File: src/rtl/mem_access_unit.sv
`default_nettype none
// ============================================================================
// Module   : mem_access_unit
// Brief    : Load/store stage in front of shared-RAM port 2. It checks requests,
//            sequences the port and returns sign-extended, tagged responses.
//            Width encoding on req_mode/memMode: 0=word, 1=half, 2=byte
//            (3 is treated as byte).
// Revision : 1.0 - initial release
// ============================================================================
module mem_access_unit #(
    parameter int unsigned MEM_BYTES = 131072,
    parameter int unsigned TIMEOUT   = 8
) (
    input  logic        clk,
    input  logic        reset,
    input  logic        req_valid,
    output logic        req_ready,
    input  logic        req_we,
    input  logic [31:0] req_addr,
    input  logic [31:0] req_wdata,
    input  logic [1:0]  req_mode,
    input  logic        req_signed,
    input  logic [4:0]  req_rd,
    output logic        port2en,
    output logic        port2WEn,
    output logic [31:0] port2adr,
    output logic [31:0] port2i,
    output logic [1:0]  memMode,
    input  logic [31:0] port2o,
    input  logic        port2avail,
    output logic        rsp_valid,
    input  logic        rsp_ready,
    output logic [31:0] rsp_data,
    output logic [4:0]  rsp_rd,
    output logic [1:0]  rsp_fault
);

    localparam logic [1:0] c_mode_word    = 2'd0;
    localparam logic [1:0] c_mode_half    = 2'd1;
    localparam logic [1:0] c_fault_ok     = 2'd0;
    localparam logic [1:0] c_fault_align  = 2'd1;
    localparam logic [1:0] c_fault_range  = 2'd2;
    localparam logic [1:0] c_fault_tmo    = 2'd3;
    localparam int         c_cnt_w        = (TIMEOUT > 2) ? $clog2(TIMEOUT) : 1;
    localparam logic [c_cnt_w-1:0] c_cnt_last = c_cnt_w'(TIMEOUT - 1);

    typedef enum logic [2:0] {
        S_IDLE     = 3'd0,
        S_ISSUE    = 3'd1,
        S_WAIT_LD  = 3'd2,
        S_WAIT_WR1 = 3'd3,
        S_WAIT_WR2 = 3'd4,
        S_RESP     = 3'd5
    } state_t;

    state_t               state_q,     state_d;
    logic [31:0]          addr_q,      addr_d;
    logic [31:0]          wdata_q,     wdata_d;
    logic [1:0]           mode_q,      mode_d;
    logic                 signed_q,    signed_d;
    logic                 we_q,        we_d;
    logic [c_cnt_w-1:0]   cnt_q,       cnt_d;
    logic                 req_ready_q, req_ready_d;
    logic                 port2en_q,   port2en_d;
    logic                 port2wen_q,  port2wen_d;
    logic                 rsp_valid_q, rsp_valid_d;
    logic [31:0]          rsp_data_q,  rsp_data_d;
    logic [4:0]           rsp_rd_q,    rsp_rd_d;
    logic [1:0]           rsp_fault_q, rsp_fault_d;

    logic [32:0]          w_size;
    logic                 w_misaligned;
    logic                 w_out_of_range;
    logic [31:0]          w_load_data;

    // Checks run on the incoming request so the verdict is known at accept.
    always_comb begin
        case (req_mode)
            c_mode_word: w_size = 33'd4;
            c_mode_half: w_size = 33'd2;
            default:     w_size = 33'd1;
        endcase
    end

    assign w_misaligned   = ((req_mode == c_mode_word) && (req_addr[1:0] != 2'b00))
                         || ((req_mode == c_mode_half) && req_addr[0]);
    assign w_out_of_range = {1'b0, req_addr} > (33'(MEM_BYTES) - w_size);

    // RAM data arrives right-aligned and zero-extended; only sign fill is added.
    always_comb begin
        case (mode_q)
            c_mode_word: w_load_data = port2o;
            c_mode_half: w_load_data = {{16{signed_q & port2o[15]}}, port2o[15:0]};
            default:     w_load_data = {{24{signed_q & port2o[7]}}, port2o[7:0]};
        endcase
    end

    always_comb begin
        state_d     = state_q;
        addr_d      = addr_q;
        wdata_d     = wdata_q;
        mode_d      = mode_q;
        signed_d    = signed_q;
        we_d        = we_q;
        cnt_d       = cnt_q;
        req_ready_d = req_ready_q;
        port2en_d   = 1'b0;
        port2wen_d  = 1'b0;
        rsp_valid_d = rsp_valid_q;
        rsp_data_d  = rsp_data_q;
        rsp_rd_d    = rsp_rd_q;
        rsp_fault_d = rsp_fault_q;

        case (state_q)
            S_IDLE: begin
                if (req_valid) begin
                    addr_d      = req_addr;
                    wdata_d     = req_wdata;
                    mode_d      = req_mode;
                    signed_d    = req_signed;
                    we_d        = req_we;
                    rsp_rd_d    = req_rd;
                    rsp_data_d  = 32'd0;
                    req_ready_d = 1'b0;
                    if (w_misaligned) begin
                        state_d     = S_RESP;
                        rsp_valid_d = 1'b1;
                        rsp_fault_d = c_fault_align;
                    end else if (w_out_of_range) begin
                        state_d     = S_RESP;
                        rsp_valid_d = 1'b1;
                        rsp_fault_d = c_fault_range;
                    end else begin
                        state_d     = S_ISSUE;
                        port2en_d   = 1'b1;
                        port2wen_d  = req_we;
                    end
                end
            end
            S_ISSUE: begin
                cnt_d   = '0;
                state_d = we_q ? S_WAIT_WR1 : S_WAIT_LD;
            end
            S_WAIT_LD: begin
                if (port2avail) begin
                    state_d     = S_RESP;
                    rsp_valid_d = 1'b1;
                    rsp_data_d  = w_load_data;
                    rsp_fault_d = c_fault_ok;
                end else if (cnt_q == c_cnt_last) begin
                    state_d     = S_RESP;
                    rsp_valid_d = 1'b1;
                    rsp_data_d  = 32'd0;
                    rsp_fault_d = c_fault_tmo;
                end else begin
                    cnt_d = cnt_q + 1'b1;
                end
            end
            S_WAIT_WR1: begin
                state_d = S_WAIT_WR2;
            end
            S_WAIT_WR2: begin
                state_d     = S_RESP;
                rsp_valid_d = 1'b1;
                rsp_data_d  = 32'd0;
                rsp_fault_d = c_fault_ok;
            end
            S_RESP: begin
                if (rsp_ready) begin
                    state_d     = S_IDLE;
                    rsp_valid_d = 1'b0;
                    rsp_data_d  = 32'd0;
                    rsp_rd_d    = 5'd0;
                    rsp_fault_d = c_fault_ok;
                    req_ready_d = 1'b1;
                end
            end
            default: begin
                state_d     = S_IDLE;
                rsp_valid_d = 1'b0;
                req_ready_d = 1'b1;
            end
        endcase
    end

    always_ff @(posedge clk) begin
        if (!reset) begin
            state_q     <= S_IDLE;
            addr_q      <= 32'd0;
            wdata_q     <= 32'd0;
            mode_q      <= 2'd0;
            signed_q    <= 1'b0;
            we_q        <= 1'b0;
            cnt_q       <= '0;
            req_ready_q <= 1'b1;
            port2en_q   <= 1'b0;
            port2wen_q  <= 1'b0;
            rsp_valid_q <= 1'b0;
            rsp_data_q  <= 32'd0;
            rsp_rd_q    <= 5'd0;
            rsp_fault_q <= 2'd0;
        end else begin
            state_q     <= state_d;
            addr_q      <= addr_d;
            wdata_q     <= wdata_d;
            mode_q      <= mode_d;
            signed_q    <= signed_d;
            we_q        <= we_d;
            cnt_q       <= cnt_d;
            req_ready_q <= req_ready_d;
            port2en_q   <= port2en_d;
            port2wen_q  <= port2wen_d;
            rsp_valid_q <= rsp_valid_d;
            rsp_data_q  <= rsp_data_d;
            rsp_rd_q    <= rsp_rd_d;
            rsp_fault_q <= rsp_fault_d;
        end
    end

    assign req_ready = req_ready_q;
    assign port2en   = port2en_q;
    assign port2WEn  = port2wen_q;
    assign port2adr  = addr_q;
    assign port2i    = wdata_q;
    assign memMode   = mode_q;
    assign rsp_valid = rsp_valid_q;
    assign rsp_data  = rsp_data_q;
    assign rsp_rd    = rsp_rd_q;
    assign rsp_fault = rsp_fault_q;

endmodule
`default_nettype wire

File: config.mk
export PLATFORM = sky130hd
export DESIGN_NAME = mem_access_unit
export DESIGN_NICKNAME = d
export VERILOG_FILES = /design/src/rtl/mem_access_unit.sv
export SDC_FILE = /design/constraint.sdc
export NUM_CORES = 1
export LEC_CHECK = 0
export ABC_CLOCK_PERIOD_IN_PS = 2100
export BUFFER_PORTS_ARGS = -buffer_cell sky130_fd_sc_hd__buf_2
export CORE_MARGIN = 3
export CORE_UTILIZATION = 35
export CTS_CLUSTER_DIAMETER = 200
export DETAILED_ROUTE_END_ITERATION = 8
export PLACE_DENSITY = 0.69
export SYNTH_ARGS = -nofsm -noshare
export SYNTH_HDL_FRONTEND = slang
export SYNTH_SLANG_ARGS = --single-unit
File: constraint.sdc
create_clock -name clk -period 2.1 [get_ports clk]
set_input_delay 0 -clock clk [delete_from_list [all_inputs] [get_ports clk]]
set_output_delay 0 -clock clk [all_outputs]
set_load 0.005 [all_outputs]
==> metrics.txt <==
# TYPE chip_impl_metric gauge
chip_impl_metric{name="initial_core_util",unit="%"} 35.9
chip_impl_metric{name="power.combinational.fraction",unit="%"} 21.4
chip_impl_metric{name="drv_cap",unit=""} 0
chip_impl_metric{name="irDropWorstVdd",unit="mV"} 0.524
chip_impl_metric{name="die_height",unit="µm"} 126
chip_impl_metric{name="path_max_fanout",unit=""} 5
chip_impl_info{name="whs_endpoint",value="rsp_data[26]"} 1
chip_impl_metric{name="timing.reg2reg.setup_slack",unit="ns"} 0.27
chip_impl_info{name="regToRegStartpoint",value="cnt_q[0]"} 1
chip_impl_metric{name="core.rowCount",unit=""} 43
chip_impl_metric{name="vias",unit=""} 5218
chip_impl_metric{name="synth_edf_count",unit=""} 0
chip_impl_metric{name="synth-seq-area-share",unit="%"} 46.8
chip_impl_metric{name="clock.fmax",unit="MHz"} 507
chip_impl_info{name="final_cell_mix",value="buf_2 (218), nand2_1 (152), dfxtp_1 (117), dlygate4sd3_1 (90), a21boi_0 (80)"} 1
chip_impl_metric{name="worst_slew_pin_slew",unit="ns"} 0.534
chip_impl_metric{name="drt_first_iter_violations",unit=""} 186
chip_impl_metric{name="worst_hold_slack",unit="ns"} 0.0159
chip_impl_metric{name="detail_route.wl_per_cell",unit="µm"} 14.5
chip_impl_metric{name="antenna_cells",unit=""} 0
chip_impl_metric{name="fin_worst_skew",unit="ns"} 0.00460
chip_impl_info{name="critPathLaunchType",value="primary input"} 1
chip_impl_info{name="reg2reg_to",value="rsp_data[21]"} 1
chip_impl_metric{name="syn_area",unit="µm²"} 5000
chip_impl_metric{name="yosys_register_bits",unit=""} 117
chip_impl_metric{name="setup_viol",unit=""} 0
chip_impl_info{name="critical_path_class",value="primary input to register"} 1
chip_impl_metric{name="total_leakage_power",unit="µW"} 0.00350
chip_impl_metric{name="place.detailed.instances",unit=""} 967
chip_impl_metric{name="drc",unit=""} 0
chip_impl_metric{name="internal-power",unit="µW"} 5160
chip_impl_metric{name="power.density_cell_area",unit="nW/µm²"} 917
chip_impl_metric{name="io_pins",unit=""} 219
chip_impl_metric{name="setup_tns",unit="ns"} 0
chip_impl_info{name="hold_startpoint",value="port2o[26]"} 1
chip_impl_metric{name="floorplan.core_area",unit="µm²"} 13900
chip_impl_info{name="grt_setup_unrepaired",value="false"} 1
chip_impl_metric{name="timing.critical_path.required",unit="ns"} 2.39
chip_impl_info{name="run_status",value="complete, no violations"} 1
chip_impl_metric{name="switchingPower",unit="µW"} 2030
chip_impl_metric{name="met3WireLength",unit="µm"} 908
chip_impl_metric{name="fin_cells",unit=""} 1089
chip_impl_metric{name="worst_case_headroom_to_the_max_slew_limit",unit="%"} 64.3
chip_impl_metric{name="port_buffers",unit=""} 218
chip_impl_metric{name="route.antenna.remaining_nets",unit=""} 0
chip_impl_metric{name="p_sw_share",unit="%"} 28.2
chip_impl_metric{name="period_minus_slack",unit="ns"} 1.97
chip_impl_metric{name="antenna_violations_before_repair",unit=""} 0
chip_impl_metric{name="dpl_cell_area",unit="µm²"} 6300
chip_impl_metric{name="clk_pin_slew",unit="ns"} 0.06
chip_impl_metric{name="part_of_the_power_in_registers",unit="%"} 35.9
chip_impl_info{name="topRoutingLayerUsed",value="met4"} 1
chip_impl_metric{name="pin_count_of_the_biggest_net_entering_global_routing",unit=""} 67
chip_impl_info{name="final_common_cell",value="buf_2"} 1
chip_impl_metric{name="die_w",unit="µm"} 126
chip_impl_metric{name="worst_skew_pair.late_latency",unit="ns"} 0.41
chip_impl_metric{name="synth_cell_types",unit=""} 42
chip_impl_metric{name="ctsHtreeMaxLevel",unit=""} 4
chip_impl_info{name="timing.critical_path.to_type",value="register"} 1
chip_impl_metric{name="post_cts_setup_buffers",unit=""} 0
chip_impl_metric{name="design.die.area",unit="µm²"} 15800
chip_impl_metric{name="routed-wl-met2",unit="µm"} 7810
chip_impl_metric{name="drt-total-wl",unit="µm"} 15800
chip_impl_info{name="worst_hold_path_type",value="primary input to register"} 1
chip_impl_metric{name="route.detailed.vias_per_inst",unit=""} 4.79
chip_impl_metric{name="layout.cell_area.non_filler",unit="µm²"} 7840
chip_impl_metric{name="grt.total_usage",unit="%"} 19.7
chip_impl_metric{name="number_of_standard_cells_after_synthesis",unit=""} 589
chip_impl_metric{name="met1Wirelength",unit="µm"} 6550
chip_impl_metric{name="total_half_perimeter_wirelength_after_legalization_and_detailed_placement",unit="µm"} 10100
chip_impl_metric{name="finalPower",unit="µW"} 7190
chip_impl_metric{name="pwr-share-clk",unit="%"} 42.7
chip_impl_metric{name="drive_gt1_share",unit="%"} 29.7
chip_impl_metric{name="fill_cells",unit=""} 1220
chip_impl_metric{name="timing.hold.worst_path_depth",unit=""} 5
chip_impl_metric{name="cts.sink_count",unit=""} 117
chip_impl_info{name="synth-main-ff-cell",value="dfxtp_1"} 1
chip_impl_metric{name="period_utilisation_layout",unit="%"} 94.0
chip_impl_metric{name="finalHoldViolations",unit=""} 0
chip_impl_metric{name="gpl.final_weighted_congestion",unit=""} 0.813
chip_impl_metric{name="final_net_count",unit=""} 1019
chip_impl_metric{name="grt-ovfl-total",unit=""} 0
chip_impl_metric{name="grt_first_pass_wirelength",unit="µm"} 25300
chip_impl_metric{name="drtPass1Iterations",unit=""} 5
chip_impl_metric{name="worst-r2r-cell-count",unit=""} 7
chip_impl_metric{name="ctsLongestPathBuffers",unit=""} 2
chip_impl_metric{name="area_growth_syn_to_layout",unit="%"} 56.7
chip_impl_metric{name="first_global_vias",unit=""} 5178
chip_impl_metric{name="ys.warnings.count",unit=""} 0
chip_impl_info{name="tritoncts",value="yes"} 1
chip_impl_metric{name="synth-async-reset-ratio",unit="%"} 0
chip_impl_metric{name="critical_path_at",unit="ns"} 2.26
chip_impl_metric{name="final-max-slew-violation-count",unit=""} 0
chip_impl_metric{name="avgSynthCellArea",unit="µm²"} 8.50
chip_impl_info{name="clockRootBuffer",value="clkbuf_16"} 1
chip_impl_metric{name="numCtsBuffers",unit=""} 17
-- synth_stat cells (2+ instances only) --
cell type  number  area [µm²]
nand2b_1        7        43.8
a2111oi_0       2        17.5
a22oi_1        29         218
ha_1           13         163
nand2_1       153         574
and2_1          4        25.0
buf_2           7        35.0
a21boi_0       80         601
inv_1          21        78.8
o211ai_1        2        15.0
nand3b_1        2        15.0
o311a_1         2        20.0
o21ai_0        29         145
a211oi_1        2        15.0
nor4_1          4        25.0
nor4b_1         2        17.5
a31oi_1         5        31.3
nand4_1         5        31.3
nor2_1          6        22.5
nor2b_1        29         181
dfxtp_1       117        2340
a21oi_1         9        45.0
buf_4           8        60.1
nand3_1         2        10.0
nor3_1          6        30.0
and3_1          2        12.5
clkbuf_1       26        97.6
-- power groups by stage --
stage / clock network, µW / registers (µW) / logic, µW
after global placement: 0 / 2620 / 1390
after global routing: 3220 / 2610 / 1700
final: 3070 / 2580 / 1540
after CTS: 3120 / 2580 / 1530
after detailed placement: 0 / 2620 / 1390
after floorplan: 0 / 2620 / 796
-- layout make-up --
| class | count | area (µm²) | area share (%) |
|---|---|---|---|
| Tap cell | 180 | 225 | 2.87 |
| Sequential cell | 117 | 2340 | 29.9 |
| Multi-Input combinational cell | 418 | 2430 | 31.0 |
| Clock inverter | 10 | 145 | 1.85 |
| Inverter | 21 | 78.8 | 1.00 |
| Timing Repair Buffer | 321 | 2130 | 27.1 |
| Clock buffer | 22 | 494 | 6.30 |
-- state kept, by name, summed over array words and instances, names as in the netlist --
register and count:
port2adr 32, port2i 32, rsp_data 32, rsp_rd 5, cnt_q 3, state_q 3, memMode 2, rsp_fault 2
port2WEn 1, port2en 1, req_ready 1, rsp_valid 1, signed_q 1, we_q 1
-- cells by family (layout without fill, tap and decap cells) --
group | after synthesis | in the layout | share of synthesized area, %
AND/OR/NAND/NOR | 225 | 225 | 20.1
other | 1 | 9 | 0.0749
buffers and inverters | 62 | 374 | 5.42
AO/OA/AOI/OAI | 171 | 171 | 24.3
adder cells (fa/ha/maj) | 13 | 13 | 3.25
flip-flops | 117 | 117 | 46.8
-- through the flow --
| stage | utilization (%) | worst slack, ns |
|---|---|---|
| after floorplan | - | 0.338 |
| after global placement | 45.2 | 0.296 |
| after detailed placement | 45.2 | 0.244 |
| after CTS | 56.2 | 0.139 |
| after global routing | 56.3 | 0.0334 |
| final | 56.3 | 0.126 |
-- worst max-delay path by stage --
stage | startpoint | end | slack, ns | depth (start not counted)
after floorplan | cnt_q[0] | rsp_fault[0] | 0.34 | 8
after global placement | req_mode[1] | state_q[2] | 0.30 | 8
after detailed placement | req_mode[1] | state_q[2] | 0.24 | 8
after CTS | req_mode[1] | state_q[2] | 0.14 | 9
after global routing | req_mode[1] | state_q[2] | 0.03 | 9
final | req_mode[1] | state_q[2] | 0.13 | 9
-- layer usage --
layer  vias to the layer above  GRT usage [%]
met5                         -              0
li1                       2605              -
met1                      2415           22.2
met2                       157           34.0
met4                         0           9.12
met3                        41           6.02
-- worst max-delay path: stages --
cell and delay (ns):
dlygate4sd3_1 0.52, buf_2 0.17, nor2_1 0.06, ha_1 0.28, nand4_1 0.10, or4_1 0.49, o21ai_2 0.16, nor2_2 0.10
o41a_1 0.37
-- timing repair --
item,4_1_cts,5_1_grt
endpoints found under the setup margin,0,1
hold endpoints to repair,90,0
resized for setup,0,1
hold buffers,90,0
No activity file was read; power rests on OpenSTA's default activity.
